[config.mk]
export PLATFORM = sky130hd
export DESIGN_NAME = issue_scheduler
export DESIGN_NICKNAME = d
export VERILOG_FILES = /design/src/rtl/issue_scheduler.sv
export SDC_FILE = /design/constraint.sdc
export NUM_CORES = 1
export LEC_CHECK = 0
export CAP_MARGIN = 20
export CORE_MARGIN = 2
export CORE_UTILIZATION = 45
export CTS_BUF_LIST = sky130_fd_sc_hd__clkbuf_2 sky130_fd_sc_hd__clkbuf_4 sky130_fd_sc_hd__clkbuf_8
export DETAILED_ROUTE_END_ITERATION = 6
export PLACE_DENSITY_LB_ADDON = 0.1
export SLEW_MARGIN = 15
export SYNTH_ARGS = -nofsm -noshare
export SYNTH_HDL_FRONTEND = slang
export SYNTH_SLANG_ARGS = --single-unit
[constraint.sdc]
create_clock -name clk -period 5.11 [get_ports clk]
set_input_delay 1.2775 -clock clk [delete_from_list [all_inputs] [get_ports clk]]
set_output_delay 1.2775 -clock clk [all_outputs]
set_load 0.005 [all_outputs]
[src/rtl/issue_scheduler.sv]
// issue_scheduler: in-order dual-issue scheduler with scoreboard; ports: clk, reset, instr1_in/instr2_in, flush, issue_ready, wb_valid/wb_rd in; issue0/1_valid/instr, fetch_stall, halted out
module issue_scheduler (
  input  logic        clk,
  input  logic        reset,
  input  logic [15:0] instr1_in,
  input  logic [15:0] instr2_in,
  input  logic        flush,
  input  logic        issue_ready,
  input  logic        wb_valid,
  input  logic [2:0]  wb_rd,
  output logic        issue0_valid,
  output logic        issue1_valid,
  output logic [15:0] issue0_instr,
  output logic [15:0] issue1_instr,
  output logic        fetch_stall,
  output logic        halted
);
  typedef enum logic [1:0] {EMPTY, PAIR, B_ONLY, HALTED} state_t;
  state_t state, state_nx;
  logic [15:0] a, b;
  logic a_v, b_v;
  logic [7:0] pend, clr, pe, set;
  logic a_iss, b_co, b_solo, halt_iss, load;

  function automatic logic wr(input logic [15:0] i);
    return i[15:12] >= 4'h1 && i[15:12] <= 4'hC && i[11:9] != 3'd0;
  endfunction

  function automatic logic rd1(input logic [15:0] i);
    return i[15:12] >= 4'h1 && i[15:12] <= 4'hE;
  endfunction

  function automatic logic rd2(input logic [15:0] i);
    return (i[15:12] >= 4'h1 && i[15:12] <= 4'h7) || i[15:12] == 4'hD || i[15:12] == 4'hE;
  endfunction

  function automatic logic elig(input logic [15:0] i, input logic [7:0] p);
    return !(rd1(i) && p[i[8:6]]) && !(rd2(i) && p[i[5:3]]);
  endfunction

  function automatic logic dep(input logic [15:0] y, input logic [15:0] o);
    return wr(o) && ((rd1(y) && y[8:6] == o[11:9]) || (rd2(y) && y[5:3] == o[11:9]) ||
                     (wr(y) && y[11:9] == o[11:9]));
  endfunction

  // same-cycle write-back already counts as not pending; r0 is never pending
  assign clr = wb_valid ? 8'd1 << wb_rd : 8'd0;
  assign pe  = pend & ~clr & 8'hFE;

  always_ff @(posedge clk)
    if (reset) state <= EMPTY;
    else state <= state_nx;

  always_comb begin
    load     = state != HALTED && !flush && !halt_iss && !fetch_stall;
    state_nx = state == HALTED ? HALTED :
               flush ? EMPTY :
               halt_iss ? HALTED :
               load ? ((|{instr1_in, instr2_in}) ? PAIR : EMPTY) :
               (state == PAIR && a_iss) ? B_ONLY : state;
  end

  // a halt travelling in B is kept off slot1 so it always retires from slot0
  always_comb begin
    a_iss        = state == PAIR && issue_ready && !flush && a_v && elig(a, pe);
    b_co         = a_iss && b_v && elig(b, pe) && !dep(b, a) && a[15:12] < 4'hE && b[15:12] != 4'hF;
    b_solo       = state == B_ONLY && issue_ready && !flush && elig(b, pe);
    halt_iss     = (a_iss && a[15:12] == 4'hF) || (b_solo && b[15:12] == 4'hF);
    fetch_stall  = state == HALTED ? 1'b1 :
                   (flush || state == EMPTY) ? 1'b0 :
                   state == PAIR ? (!a_iss || (b_v && !b_co) || halt_iss) :
                   (!b_solo || halt_iss);
    issue0_valid = a_iss || b_solo;
    issue0_instr = state == B_ONLY ? b : a;
    issue1_valid = b_co;
    issue1_instr = b;
    halted       = state == HALTED;
    set          = ((a_iss && wr(a)) ? 8'd1 << a[11:9] : 8'd0) |
                   (((b_co || b_solo) && wr(b)) ? 8'd1 << b[11:9] : 8'd0);
  end

  // a lone younger word is promoted into A so slot0 always carries the oldest work
  always_ff @(posedge clk)
    if (reset) begin
      a    <= '0;
      b    <= '0;
      a_v  <= 1'b0;
      b_v  <= 1'b0;
      pend <= '0;
    end else begin
      pend <= ((pend & ~clr) | set) & 8'hFE;
      if (flush && state != HALTED) begin
        a_v <= 1'b0;
        b_v <= 1'b0;
      end else if (load) begin
        a   <= instr1_in != 16'h0 ? instr1_in : instr2_in;
        a_v <= |{instr1_in, instr2_in};
        b   <= instr2_in;
        b_v <= instr1_in != 16'h0 && instr2_in != 16'h0;
      end
    end
endmodule

# After elaboration in Yosys (flattened, before gate mapping)
# Cells that the tools add are included.
# totals
ff_bits	44
in_bits	40
# classes
n_lt_le_gt_ge	13
eq_ne	14
shift	3
muxes	22
bitwise_logic	5
n_reduce_logical	74
# ops
operator	n
logical AND 1 bit	41
two-way mux 16 bit	2
nonzero test 16 bit	2
OR reduction 32 bit	1
== test 4 bit, second input constant	6
two-way mux 8 bit	3
left shift 1 x 3 -> 8 bit, first input constant	3
<= comparator 4 bit, second input constant	4
less-than comparator 3 x 4 -> 1 bit, second input constant	4
OR 8 bit	2
logical OR 1 bit	13
binary-select mux 1 bit (select 3 bit)	4
zero test 1 bit	11
two-way mux 2 bit	5
== test 3 bit	3
AND 8 bit	1
greater-or-equal comparator 4 x 1 -> 1 bit, second input constant	2
<= comparator 4 x 3 -> 1 bit, second input constant	2
two-way mux 1 bit	8
inverter 8 bit	1
nonzero test 3 bit	2
nonzero test 5 bit	1
== test 2 bit, second input constant	2
less-than comparator 4 bit, second input constant	1
7 further kinds	7

# Longest topological paths before layout
# Gate-level depths: netlist of run 1.
# depth
depth_word	28
depth_mapped	10
mapped_depth_nobuf	8

# Worst setup path after synthesis of run 1
# No wires, ideal clock.
# synth_timing
kind	input -> output
start	in wb_valid
end	out fetch_stall
arrival_time_ns	3.291
t_required_ns	3.833
slack_ns	0.542
path_stages	9
path_buffers	1
cell_sequence	buf_2 nand2_2 o31a_1 and2_0 mux4_2 o32a_2 nor4_2 nor3_1 maj3_2
# synth_via
elab_chain_len	21
elab_cells_between_ends	41
cone_classes	mux (12); bitwise (2); reduce/logical (27)
# synth_rtl
element	line	text
start: declaration	9	input logic wb_valid,
two-way mux 8 bit *	47	assign clr = wb_valid ? 8'd1 << wb_rd : 8'd0;
inverter 8 bit *	48	assign pe = pend & ~clr & 8'hFE;
AND 8 bit *	48	
binary-select mux 1 bit (select 3 bit)	38	return !(rd1(i) && p[i[8:6]]) && !(rd2(i) && p[i[5:3]]);
two-way mux 1 bit (not written as such)	38	
logical AND 1 bit	38	
zero test 1 bit	38	
logical AND 1 bit	38	
logical AND 1 bit	65	a_iss = state == PAIR && issue_ready && !flush && a_v && elig(a, pe);
logical AND 1 bit (5 in a row)	66	b_co = a_iss && b_v && elig(b, pe) && !dep(b, a) && a[15:12] < 4'hE && b[15:12] != 4'hF;
zero test 1 bit	71	state == PAIR ? (!a_iss || (b_v && !b_co) || halt_iss) :
logical AND 1 bit	71	
logical OR 1 bit (2 in a row)	71	
two-way mux 1 bit *	71	
two-way mux 1 bit *	70	(flush || state == EMPTY) ? 1'b0 :
two-way mux 1 bit *	69	fetch_stall = state == HALTED ? 1'b1 :
end: declaration	15	output logic fetch_stall,
# Every way passes the cells marked *; elsewhere a longest branch is shown, timed or not. The select of a mux whose other input is x is not followed.

# Worst setup path after layout of run 1
# Same ends and word-level chain as after synthesis.

==> flow_summary_export.csv, run 1 <==
group,metric,value,unit
status,status,"complete, no violations",
power,irDropWorstVdd,134.7,uV
power,powerDensity,221.8,nW/um^2
placement,dp_hpwl,7434,um
finish,fin_area,4194,sq um
routing,avgRoutedWirePerCell,18.83,um
sta,min_period_over_period,98.37,%
routing,drt-vias-per-instance,6.332,
yosys,ys_async_sr_fraction,0,%
global_route,grt_pass1_wl,16400,um
finish,nets,490,
worst_setup_path,crit_chain,"clkdlybuf4s15_2 -> buf_4 -> nand4b_1 -> nand2_1 -> buf_4 -> mux4_2 -> nor3b_4 -> o32a_4 -> o32ai_2 -> nor3_2 -> maj3_2 -> dlygate4sd2_1",
worst_setup_path,worst-path-buf-inv,4,
worst_hold_path,hold_depth,2,
global_route,grt_max_degree,43,
routing,drc,0,
worst_setup_path,crit_arrival,3750,ps
clock_tree,cts.sinks,43,
finish,multi_input_area,2142,sq um
yosys,syn_avg_cell_area,8.478,sq um
yosys,synthTopCellsByCount,"43 x a21oi_1, 43 x dfxtp_1, 30 x nand3_1, 17 x clkbuf_1",
yosys,synth_warnings,0,
worst_hold_path,min_path_type,"reg2reg",
worst_setup_path,crit_type,"in2out",
worst_setup_path,cp-end-kind,"primary output",
worst_setup_path,worst-path-max-fanout,5,
die,core,6756,sq um
worst_setup_path,worstPathRequired,3830,ps
finish,antenna_cells,0,
yosys,synthFlopType,"dfxtp_1",
sta,drv_slew,0,
finish,regArea,860.8,sq um
power,leakagePower,1.473,nW
sta,slew_headroom,43.83,%
clock_tree,numCtsBuffers,5,
sta,hold_violations,0,
sta,min_period,5027,ps
clock_tree,clock-root-buffer,"clkbuf_8",
global_route,grt_antenna_before_repair,0,
worst_setup_path,path_delay_family,"buffers and inverters",
clock_tree,cts_tree,"done",
yosys,syn_inst,370,
worst_setup_path,cpMostUsedCell,"buf_4",
routing,drtAntennaViolNets,0,
routing,first_iter_violations,194,
yosys,ys_seq_area_share,27.44,%
yosys,synth_area_leader_cell,"dfxtp_1",
routing,wl,9982,um
die,dieArea,7655,sq um
yosys,syn-num-nets,410,
worst_setup_path,worst-r2r-cell-count,10,
worst_setup_path,worst_path_largest_cell_delay,510,ps
die,io_pins,76,
clock_tree,htreeDepth,2,
worst_setup_path,slowest_stage,"mux4_2",
global_route,gr-total-overflow,0,
global_route,grt_pass1_vias,3262,
sta,setup_viol,0,
clock_tree,worstSkewPairLatency,300,ps
finish,post_route_cells_drive_above_1_share,22.44,%
clock_tree,path_clk_slew,90,ps
yosys,synth-seq-cells,43,
yosys,synth_cell_types,69,
global_route,grt_usage,26.89,%
yosys,synth_edf_count,0,
routing,num_vias,3356,
die,dieHeight,87.49,um
worst_setup_path,path_depth,12,
worst_setup_path,start_kind,"input port",
placement,place_congestion,0.8952,
flow_run,maxCapViolCount,0,
sta,worstMarginPinSlew,840.5,ps
clock_tree,cts_setup_buffers,0,
finish,fin_cells,530,
routing,firstDrtPassIters,4,
sta,max_freq,198.9,MHz
finish,fillers,650,
die,start_util,46.43,%
placement,io_buffers,75,
yosys,synth_area,3137,sq um
placement,dp_cells,523,
die,die-width,87.49,um
clock_tree,clk_path_buf_depth,2,
finish,area.growth.synth_to_final,33.71,%
clock_tree,hold_buffers,0,
yosys,yosys.area.top_type_share,27.44,%
sta,fin_skew,4.225,ps
placement,placed_area,4041,sq um
yosys,ys_top_cells_by_area,"dfxtp_1 27%, a21oi_1 6.9%, mux2_2 5.4%",
die,rows,30,
[registers in the layout (all words and copies together), names as in the netlist]
| register | flops |
|---|---|
| state | 2 |
| b_v | 1 |
| issue1_instr | 16 |
| a | 16 |
| a_v | 1 |
| pend | 7 |
[kinds of logic after synthesis]
logic type               count (synthesis)  synth area share [%]
AND/OR/NAND/NOR                        124                 24.45
adder cells (fa/ha/maj)                  1                0.3590
AO/OA/AOI/OAI                          137                 31.47
multiplexers                            19                 7.858
flip-flops                              43                 27.44
XOR/XNOR                                 9                 2.513
buffers and inverters                   37                 5.904
[per-stage QoR]
step / TNS, ps / hold slack, ps / power (mW) / setup WS [ps] / utilization [%]
after CTS: 0 / 509.6 / 0.9285 / 45.97 / 61.74
after global routing: -24.28 / 518.8 / 0.9737 / -24.28 / 62.07
after floorplan: 0 / 454.8 / 0.5443 / 541.5 / -
after global placement: -537.0 / 486.3 / 0.6592 / -437.2 / 59.81
final: 0 / 504.1 / 0.9303 / 83.33 / 62.07
after detailed placement: -646.5 / 491.9 / 0.6639 / -477.0 / 59.81
[final timing paths]
path	end	slack (ps)	startpoint
worst max-delay path	fetch_stall	80	wb_valid
worst min-delay path	issue1_instr[2]$_SDFFE_PP0P_	500	issue1_instr[2]$_SDFFE_PP0P_
worst max register to register	a[7]$_SDFFE_PP0P_	2110	a[5]$_SDFFE_PP0P_
worst min register to register	issue1_instr[2]$_SDFFE_PP0P_	500	issue1_instr[2]$_SDFFE_PP0P_
[layout by cell type (no fill, tap or decap), types with 7 or more instances in the layout]
| cell type | instances |
|---|---|
| a211oi_2 | 11 |
| a21oi_1 | 42 |
| a21oi_2 | 11 |
| a31oi_1 | 7 |
| buf_4 | 28 |
| clkdlybuf4s50_1 | 70 |
| dfxtp_1 | 43 |
| inv_1 | 7 |
| mux2_2 | 15 |
| nand2_1 | 14 |
| nand3_1 | 30 |
| nor2_1 | 12 |
| nor2b_1 | 7 |
| nor4_1 | 8 |
| o21ai_0 | 15 |
| o21ai_1 | 11 |
| xor2_1 | 9 |
[layout make-up]
type,instances,area share (%)
clock inverters,2,0.8950
well taps,80,2.387
flip-flops and latches,43,20.53
repair buffers,103,22.85
inverters,7,0.6265
clock buffers,5,1.641
multi-input cells,290,51.07
[tightest hold or removal path, cell delays in order, from the launching register on]
cell and delay [ps]:
dfxtp_1 330, o21ai_0 70, a21oi_1 60
[report_power, final]
part | switching, mW | internal (mW) | total [mW]
Combinational | 0.116 | 0.138 | 0.253
Sequential | 0.0493 | 0.357 | 0.407
Clock | 0.128 | 0.143 | 0.271
[metal layers]
layer  wire length, um  global-route usage [%]  vias up
li1                  -                       -     1598
met1              4593                   37.92     1607
met2              4688                   43.25      141
met3               610                   4.360       10
met4                90                   5.594        0
met5                 0                       0        -
[repair_timing]
item,CTS,global route
pin swaps,7,1
resized for setup,14,7
endpoints found under the setup margin,3,1
(Power assumes the default switching activity.)
==> run 2: changes to the inputs <==
--- a/config.mk
+++ b/config.mk
@@ -11,6 +11,7 @@
 export CTS_BUF_LIST = sky130_fd_sc_hd__clkbuf_2 sky130_fd_sc_hd__clkbuf_4 sky130_fd_sc_hd__clkbuf_8
 export DETAILED_ROUTE_END_ITERATION = 6
 export PLACE_DENSITY_LB_ADDON = 0.1
+export SKIP_LAST_GASP = 1
 export SLEW_MARGIN = 15
 export SYNTH_ARGS = -nofsm -noshare
 export SYNTH_HDL_FRONTEND = slang
==> results of run 2 <==
The final DEF is identical to that of run 1; final timing and power are the same.
==> run 3: changes to the inputs <==
--- a/config.mk
+++ b/config.mk
@@ -10,6 +10,7 @@
 export CORE_UTILIZATION = 45
 export CTS_BUF_LIST = sky130_fd_sc_hd__clkbuf_2 sky130_fd_sc_hd__clkbuf_4 sky130_fd_sc_hd__clkbuf_8
 export DETAILED_ROUTE_END_ITERATION = 6
+export HOLD_SLACK_MARGIN = 0.06
 export PLACE_DENSITY_LB_ADDON = 0.1
 export SKIP_LAST_GASP = 1
 export SLEW_MARGIN = 15
==> results of run 3 <==
The final DEF is identical to that of run 1; final timing and power are the same.
